`src/rtl/sram_req_adapter.sv`:
```
// Valid/ready front-end for a single-port masked SRAM macro: zero-fill sweep after
// reset, then request-to-macro mapping with a 2-entry read response FIFO.
module sram_req_adapter #(
   parameter int unsigned ADDR_WIDTH    = 9,
   parameter int unsigned DATA_WIDTH    = 256,
   parameter int unsigned MASK_WIDTH    = 32,
   parameter bit          INIT_ON_RESET = 1'b1
) (
   input  logic                  clk_i,
   input  logic                  rst_ni,
   input  logic                  req_valid_i,
   output logic                  req_ready_o,
   input  logic                  req_we_i,
   input  logic [ADDR_WIDTH-1:0] req_addr_i,
   input  logic [DATA_WIDTH-1:0] req_wdata_i,
   input  logic [MASK_WIDTH-1:0] req_be_i,
   output logic                  rsp_valid_o,
   input  logic                  rsp_ready_i,
   output logic [DATA_WIDTH-1:0] rsp_rdata_o,
   output logic                  init_done_o,
   output logic                  sram_en_o,
   output logic                  sram_wmode_o,
   output logic [ADDR_WIDTH-1:0] sram_addr_o,
   output logic [MASK_WIDTH-1:0] sram_wmask_o,
   output logic [DATA_WIDTH-1:0] sram_wdata_o,
   input  logic [DATA_WIDTH-1:0] sram_rdata_i
);

   typedef enum logic {ST_INIT, ST_RUN} state_t;

   state_t                state_reg;
   logic [ADDR_WIDTH-1:0] init_cnt_reg;
   logic                  init_done_reg;
   logic                  infl_reg;
   logic [1:0]            count_reg;
   logic                  wr_ptr_reg;
   logic                  rd_ptr_reg;
   logic [DATA_WIDTH-1:0] fifo_mem [2];

   logic       push;
   logic       pop;
   logic [2:0] credit_used;
   logic       req_fire;
   logic       read_issue;

   // A read may issue only if its data will find a free slot when it lands next cycle.
   assign push        = infl_reg;
   assign pop         = (count_reg != 2'd0) & rsp_ready_i;
   assign credit_used = {1'b0, count_reg} + {2'b00, infl_reg} - {2'b00, pop};
   assign req_ready_o = (state_reg == ST_RUN) & (req_we_i | (credit_used < 3'd2));
   assign req_fire    = req_valid_i & req_ready_o;
   assign read_issue  = req_fire & ~req_we_i;

   assign rsp_valid_o = (count_reg != 2'd0);
   assign rsp_rdata_o = fifo_mem[rd_ptr_reg];
   assign init_done_o = init_done_reg;

   always_comb begin
      sram_en_o    = req_fire;
      sram_wmode_o = req_we_i;
      sram_addr_o  = req_addr_i;
      sram_wmask_o = req_be_i;
      sram_wdata_o = req_wdata_i;
      if (state_reg == ST_INIT) begin
         sram_en_o    = 1'b1;
         sram_wmode_o = 1'b1;
         sram_addr_o  = init_cnt_reg;
         sram_wmask_o = '1;
         sram_wdata_o = '0;
      end
   end

   always_ff @(posedge clk_i or negedge rst_ni) begin
      if (!rst_ni) begin
         state_reg     <= INIT_ON_RESET ? ST_INIT : ST_RUN;
         init_cnt_reg  <= '0;
         init_done_reg <= !INIT_ON_RESET;
         infl_reg      <= 1'b0;
         count_reg     <= 2'd0;
         wr_ptr_reg    <= 1'b0;
         rd_ptr_reg    <= 1'b0;
      end else begin
         case (state_reg)
            ST_INIT: begin
               init_cnt_reg <= init_cnt_reg + ADDR_WIDTH'(1);
               if (init_cnt_reg == {ADDR_WIDTH{1'b1}}) begin
                  state_reg     <= ST_RUN;
                  init_done_reg <= 1'b1;
               end
            end
            default: state_reg <= ST_RUN;
         endcase
         infl_reg  <= read_issue;
         count_reg <= count_reg + 2'(push) - 2'(pop);
         if (push) wr_ptr_reg <= ~wr_ptr_reg;
         if (pop)  rd_ptr_reg <= ~rd_ptr_reg;
      end
   end

   // Response storage carries no reset; occupancy alone defines validity.
   always_ff @(posedge clk_i) begin
      if (push) fifo_mem[wr_ptr_reg] <= sram_rdata_i;
   end

   a_no_overflow: assert property (@(posedge clk_i) disable iff (!rst_ni)
      !(push && count_reg == 2'd2));

endmodule
```
`config.mk`:
```
export PLATFORM = sky130hd
export DESIGN_NAME = sram_req_adapter
export DESIGN_NICKNAME = d
export VERILOG_FILES = /design/src/rtl/sram_req_adapter.sv
export SDC_FILE = /design/constraint.sdc
export NUM_CORES = 1
export LEC_CHECK = 0
export ABC_AREA = 1
export BUFFER_PORTS_ARGS = -buffer_cell sky130_fd_sc_hd__buf_2
export CORE_AREA = 10 10 426 428
export CTS_BUF_LIST = sky130_fd_sc_hd__clkbuf_16
export CTS_CLUSTER_SIZE = 25
export DETAILED_ROUTE_END_ITERATION = 12
export DIE_AREA = 0 0 436 438
export SETUP_SLACK_MARGIN = 0.5
export SYNTH_ARGS = -nofsm -noshare
export SYNTH_HDL_FRONTEND = slang
export SYNTH_SLANG_ARGS = --single-unit
export TNS_END_PERCENT = 20
```
`constraint.sdc`:
```
create_clock -name clk_i -period 19.7 [get_ports clk_i]
set_clock_uncertainty 0.2 [all_clocks]
set_input_delay 3.94 -clock clk_i [delete_from_list [all_inputs] [get_ports clk_i]]
set_output_delay 3.94 -clock clk_i [all_outputs]
set_load 0.02 [all_outputs]
```
Word level (Yosys, flattened, before mapping):

Memories as Yosys holds them, arrays and structs flattened.
Index checks and enable logic that the tools add are counted.

* reduce and logical (&&, ||, !) cells: 2
* mux-type cells: 9
* $add $sub $neg: 5
* bitwise gates (word level): 9
* equal/unequal tests: 1
* div/mod/pow operators: 0
* $lt $le $gt $ge: 1
* shift operators: 0
* multiply operators: 0

Operators with widths (count)
* two-way mux 256 bit: 1
* two-way mux 32 bit: 1
* adder 9 x 1 -> 9 bit (second input constant): 1
* == test 9 bit (second input constant): 1
* two-way mux 9 bit: 1
* two-way mux 1 bit: 6
* AND 1 bit: 4
* NOT 1 bit: 4
* adder 2 x 1 -> 3 bit: 1
* less-than comparator 3 x 2 -> 1 bit (second input constant): 1
* subtractor 3 x 1 -> 3 bit: 1
* adder 2 x 1 -> 2 bit: 1
* AND reduction 2 bit: 1
* nonzero test 2 bit: 1
* subtractor 2 x 1 -> 2 bit: 1
* bitwise OR 1 bit: 1

* latch bits: 0
* memories kept: 1
* bits in read-only memories: 0
* register bits after elaboration: 16
* RAM bits: 512
* word-level logic and storage cells: 35

Memories
* fifo_mem: depth 2, bits a word 256, read ports 1, clocked after memory_dff 0, write ports 1, line 38 `logic [DATA_WIDTH-1:0] fifo_mem [2];`

Depth between registers and ports, before layout:

* depth after elaboration: 8
* gate-level depth with buffers: 15
* gate-level depth less buffers: 15

Worst setup path before layout:

Ideal clock, no wire load.

* path type: flip-flop to flip-flop
* start: register infl_reg
* end: memory fifo_mem[0][0], enable pin
* period minus slack after synthesis: 12208 ps
* stages on the path, launching flop included: 3
* setup time: 883 ps
* path buffers: 0
* path slack: 7492 ps
* data required time: 18617 ps
* arrival time: 11126 ps
* path through: dfrtp_1 > inv_1 > nor2_1

* cells in the longest elaborated chain, start to end: 2

RTL lines
* start: declaration: line 34 `logic infl_reg;`
* start signal: assignment: line 93 `infl_reg <= read_issue;`
* two-way mux 1 bit: line 102 `if (push) fifo_mem[wr_ptr_reg] <= sram_rdata_i;`
* two-way mux 1 bit (implied by the code): line 102
* end: declaration: line 38

No other way between the ends.

Worst setup path in the final report:

* start: input rsp_ready_i
* end: output sram_en_o

* cells in the longest elaborated chain, start to end: 7

RTL lines
* start: declaration: line 18 `input logic rsp_ready_i,`
* AND 1 bit: line 48 `assign pop = (count_reg != 2'd0) & rsp_ready_i;`
* via pop: line 41 `logic pop;`
* subtractor 3 x 1 -> 3 bit: line 49 `assign credit_used = {1'b0, count_reg} + {2'b00, infl_reg} - {2'b00, pop};`
* less-than comparator 3 x 2 -> 1 bit: line 50 `assign req_ready_o = (state_reg == ST_RUN) & (req_we_i | (credit_used < 3'd2));`
* bitwise OR 1 bit: line 50
* AND 1 bit: line 50
* AND 1 bit: line 51 `assign req_fire = req_valid_i & req_ready_o;`
* two-way mux 1 bit: line 64 `if (state_reg == ST_INIT) begin`
* end: declaration: line 21 `output logic sram_en_o,`

The timed path passes the listed nets, and every way through them passes these cells.

==> run summary <==
Status: complete, no violations
CP max stage delay: 540 ps
Sequential Power Share: 34.0%
Post-route setup slack: 9700 ps
Worst vdd ir: 0.0993 mV
DP HPWL: 150000 um
Critical-path top delay cell: fa_1
Vias in the first global route: 18881
Setup bufs post-CTS: 0
Worst EP arrival: 5860 ps
Net Sw Frac: 38.6%
Avg Vias per Cell: 3.50
Reg2Reg Capture Point: fifo_mem[0][77]
Hold Path Cell Cnt: 1
Measured slew at the worst slew-check pin: 1040 ps
Initial antenna violation count: 131
Congestion Overflow GR: 0
Worst skew pair latency: 660 ps
Lkg Pwr: 16.2 nW
Num CTS Buffers: 69
Syn_nets: 2593
H-tree lvl count: 3
Worst path cell trace: buf_2 > nand2_1 > inv_1 > ha_1 > inv_1 > ha_1 > inv_1 > fa_1 > nand3_1 > nand2_1 > nand3_1 > nand2_1 > buf_2
Family with the most delay on the worst path: adder cells
Final period util: 50.8%
Deepest clock path buffer count: 3
Clk pwr share: 35.0%
FP Rows: 153
Pwr Total: 0.00368 W
WHS Endpoint: init_done_o
Initial Util: 12.7%
Syn-to-layout area delta: 46.6%
Sw Pwr: 0.00142 W
Pins over their slew limit: 0
Element type at the critical path start: input port
CTS tree: done
FF-to-FF setup slack: 14510 ps
Post-DRT Antenna Nets: 0
DRC: 0
Int Pwr: 0.00226 W
Max-Cap Viols: 0
PortBufs: 1115
Pin count of the biggest net entering global routing: 156
Final Hold Viols: 0
Drt pass-1 iters: 5
Hold crit path type: flip-flop to flip-flop
DR vias: 19442
CTS Sinks: 528
Worst setup EP type: output pin
Die Y: 438 um
Nets: 3701
Worst R2R Start: infl_reg
CTS Hold Bufs: 0
PwrDens: 114 nW/um^2
Worst path bufs/invs: 5
Crit Path Category: input port to output pin
Hold Startpoint: init_done_o
1st-iter DRT viols: 1698
Boundary Pins: 1116
Sequential share of the synthesized area: 71.6%
Post-Syn Area: 22000 sq um
Routed WL: 175000 um
Post_cts resized: 0
DIE WIDTH: 436 um
Placer Congestion: 0.993
Post-route minimum period: 10000 ps
Slew headroom: 30.4%
Clock root cell: clkbuf_16
Syn Inst Count: 2030
Synth unique cells: 21
Core box area: 173000 sq um
Max reg flops: 512
FF+latch count, synth: 528
Clock slew at reported path FFs: 60 ps
Mapped Avg Cell Area: 10.9 sq um
Max Freq: 100 MHz
Routed len/inst: 31.5 um
Crit Path Max Fanout: 2
RSZ-0062 raised after global routing: false
Cell total after placement: 5392
Final setup fails: 0
Layout cells sized above 1: 39.8%
Worst Reg-to-Reg Cells: 6
First-pass GRT wire length: 216000 um
Synth warn: 0
Levels on crit path: 13
Critical path required time: 15560 ps
Setup TNS after final layout: 0 ps
Die area: 191000 sq um
GRT Total Usage: 17.4%
Combinational group share of total power: 31.1%
DP Worst Slack: 9730 ps
Layout Cells excl Fill: 5551
[per-stage QoR]
| stage | instance area (sq um) | util (%) | hold WS [ps] |
|---|---|---|---|
| 2_1_floorplan | 22000 | - | 242 |
| 3_3_place_gp | 29900 | 17.3 | 242 |
| 3_5_place_dp | 29900 | 17.3 | 240 |
| 4_1_cts | 32200 | 18.6 | 262 |
| 5_1_grt | 32200 | 18.6 | 293 |
| 6_report | 32300 | 18.7 | 260 |
[cell usage in the layout (no fill, tap or decap), types with 2 or more instances in the layout]
cell / count
nand3_1: 8
clkinv_16: 3
diode_2: 32
buf_2: 1115
clkinv_2: 8
bufinv_16: 6
clkinv_4: 2
xor2_1: 5
inv_8: 3
edfxtp_1: 512
dfrtp_1: 14
inv_1: 279
nand4_1: 3
clkinvlp_4: 2
inv_6: 7
or2_2: 33
clkinv_1: 17
inv_16: 2
dfrtp_4: 2
nand2_1: 1067
nor2_1: 7
buf_4: 13
o21ai_0: 4
clkbuf_16: 70
ha_1: 4
[worst max path at each step]
| stage | start | end | slack, ps |
|---|---|---|---|
| 2_1_floorplan | infl_reg | fifo_mem[0][0] | 7490 |
| 3_3_place_gp | rsp_ready_i | sram_en_o | 9590 |
| 3_5_place_dp | rsp_ready_i | sram_en_o | 9730 |
| 4_1_cts | rsp_ready_i | sram_en_o | 9710 |
| 5_1_grt | rsp_ready_i | sram_en_o | 9580 |
| 6_report | rsp_ready_i | sram_en_o | 9700 |
[Yosys cell counts (all sizes together)]
| library cell | instances | share of area (%) |
|---|---|---|
| ha | 4 | 0.23 |
| a21o | 1 | 0.034 |
| nand3 | 8 | 0.18 |
| fa | 1 | 0.091 |
| edfxtp | 512 | 70 |
| or2 | 33 | 0.94 |
| clkbuf | 3 | 0.051 |
| xor2 | 5 | 0.20 |
| xnor2 | 1 | 0.040 |
| nand4 | 3 | 0.085 |
| a21oi | 1 | 0.023 |
| dfrtp | 16 | 1.8 |
| nand2 | 1067 | 18 |
| o21ai | 4 | 0.091 |
| buf | 89 | 3.4 |
| nor2 | 8 | 0.14 |
| inv | 274 | 4.7 |
[power by group through the flow]
stage	logic (W)	clock network (W)	registers, W
CTS	0.00118	0.00133	0.00125
finish	0.00114	0.00129	0.00125
global placement	0.00118	0	0.00127
global route	0.00123	0.00137	0.00125
floorplan	0.000658	0	0.00126
detailed placement	0.00118	0	0.00127
[per-layer routing]
layer / share of wire (%) / wire (um) / vias up / track usage [%]
met5: 0.17 / 297 / - / 0
met4: 4.2 / 7420 / 42 / 5.76
met3: 6.2 / 10800 / 331 / 4.26
met2: 50 / 87200 / 973 / 30.6
met1: 40 / 69000 / 9483 / 20.7
li1: - / - / 8613 / -
[logic make-up (layout without fill, tap and decap cells)]
group                      Yosys count  count (layout)  share of synthesized area, %
and+or+nand+nor                   1119            1119                          19.5
DFF                                528             528                          71.6
buffers and inverters              366            1530                          8.16
AOI/OAI and AO/OA                    6               6                         0.148
xor gates and xnor gates             6               6                         0.239
adders and majority gates            5               5                         0.318
other                                0              32                             0
[final cells by class]
class,count,area [sq um]
clock inverters,57,566
fillers,19477,141000
well taps,2325,2910
repair buffers,1129,5700
clock buffers,70,1750
diodes,32,80.1
flip-flops and latches,528,15800
inverters,274,1040
multi-input cells,1136,4460
Note: power is estimated with default switching activity, not from simulation.
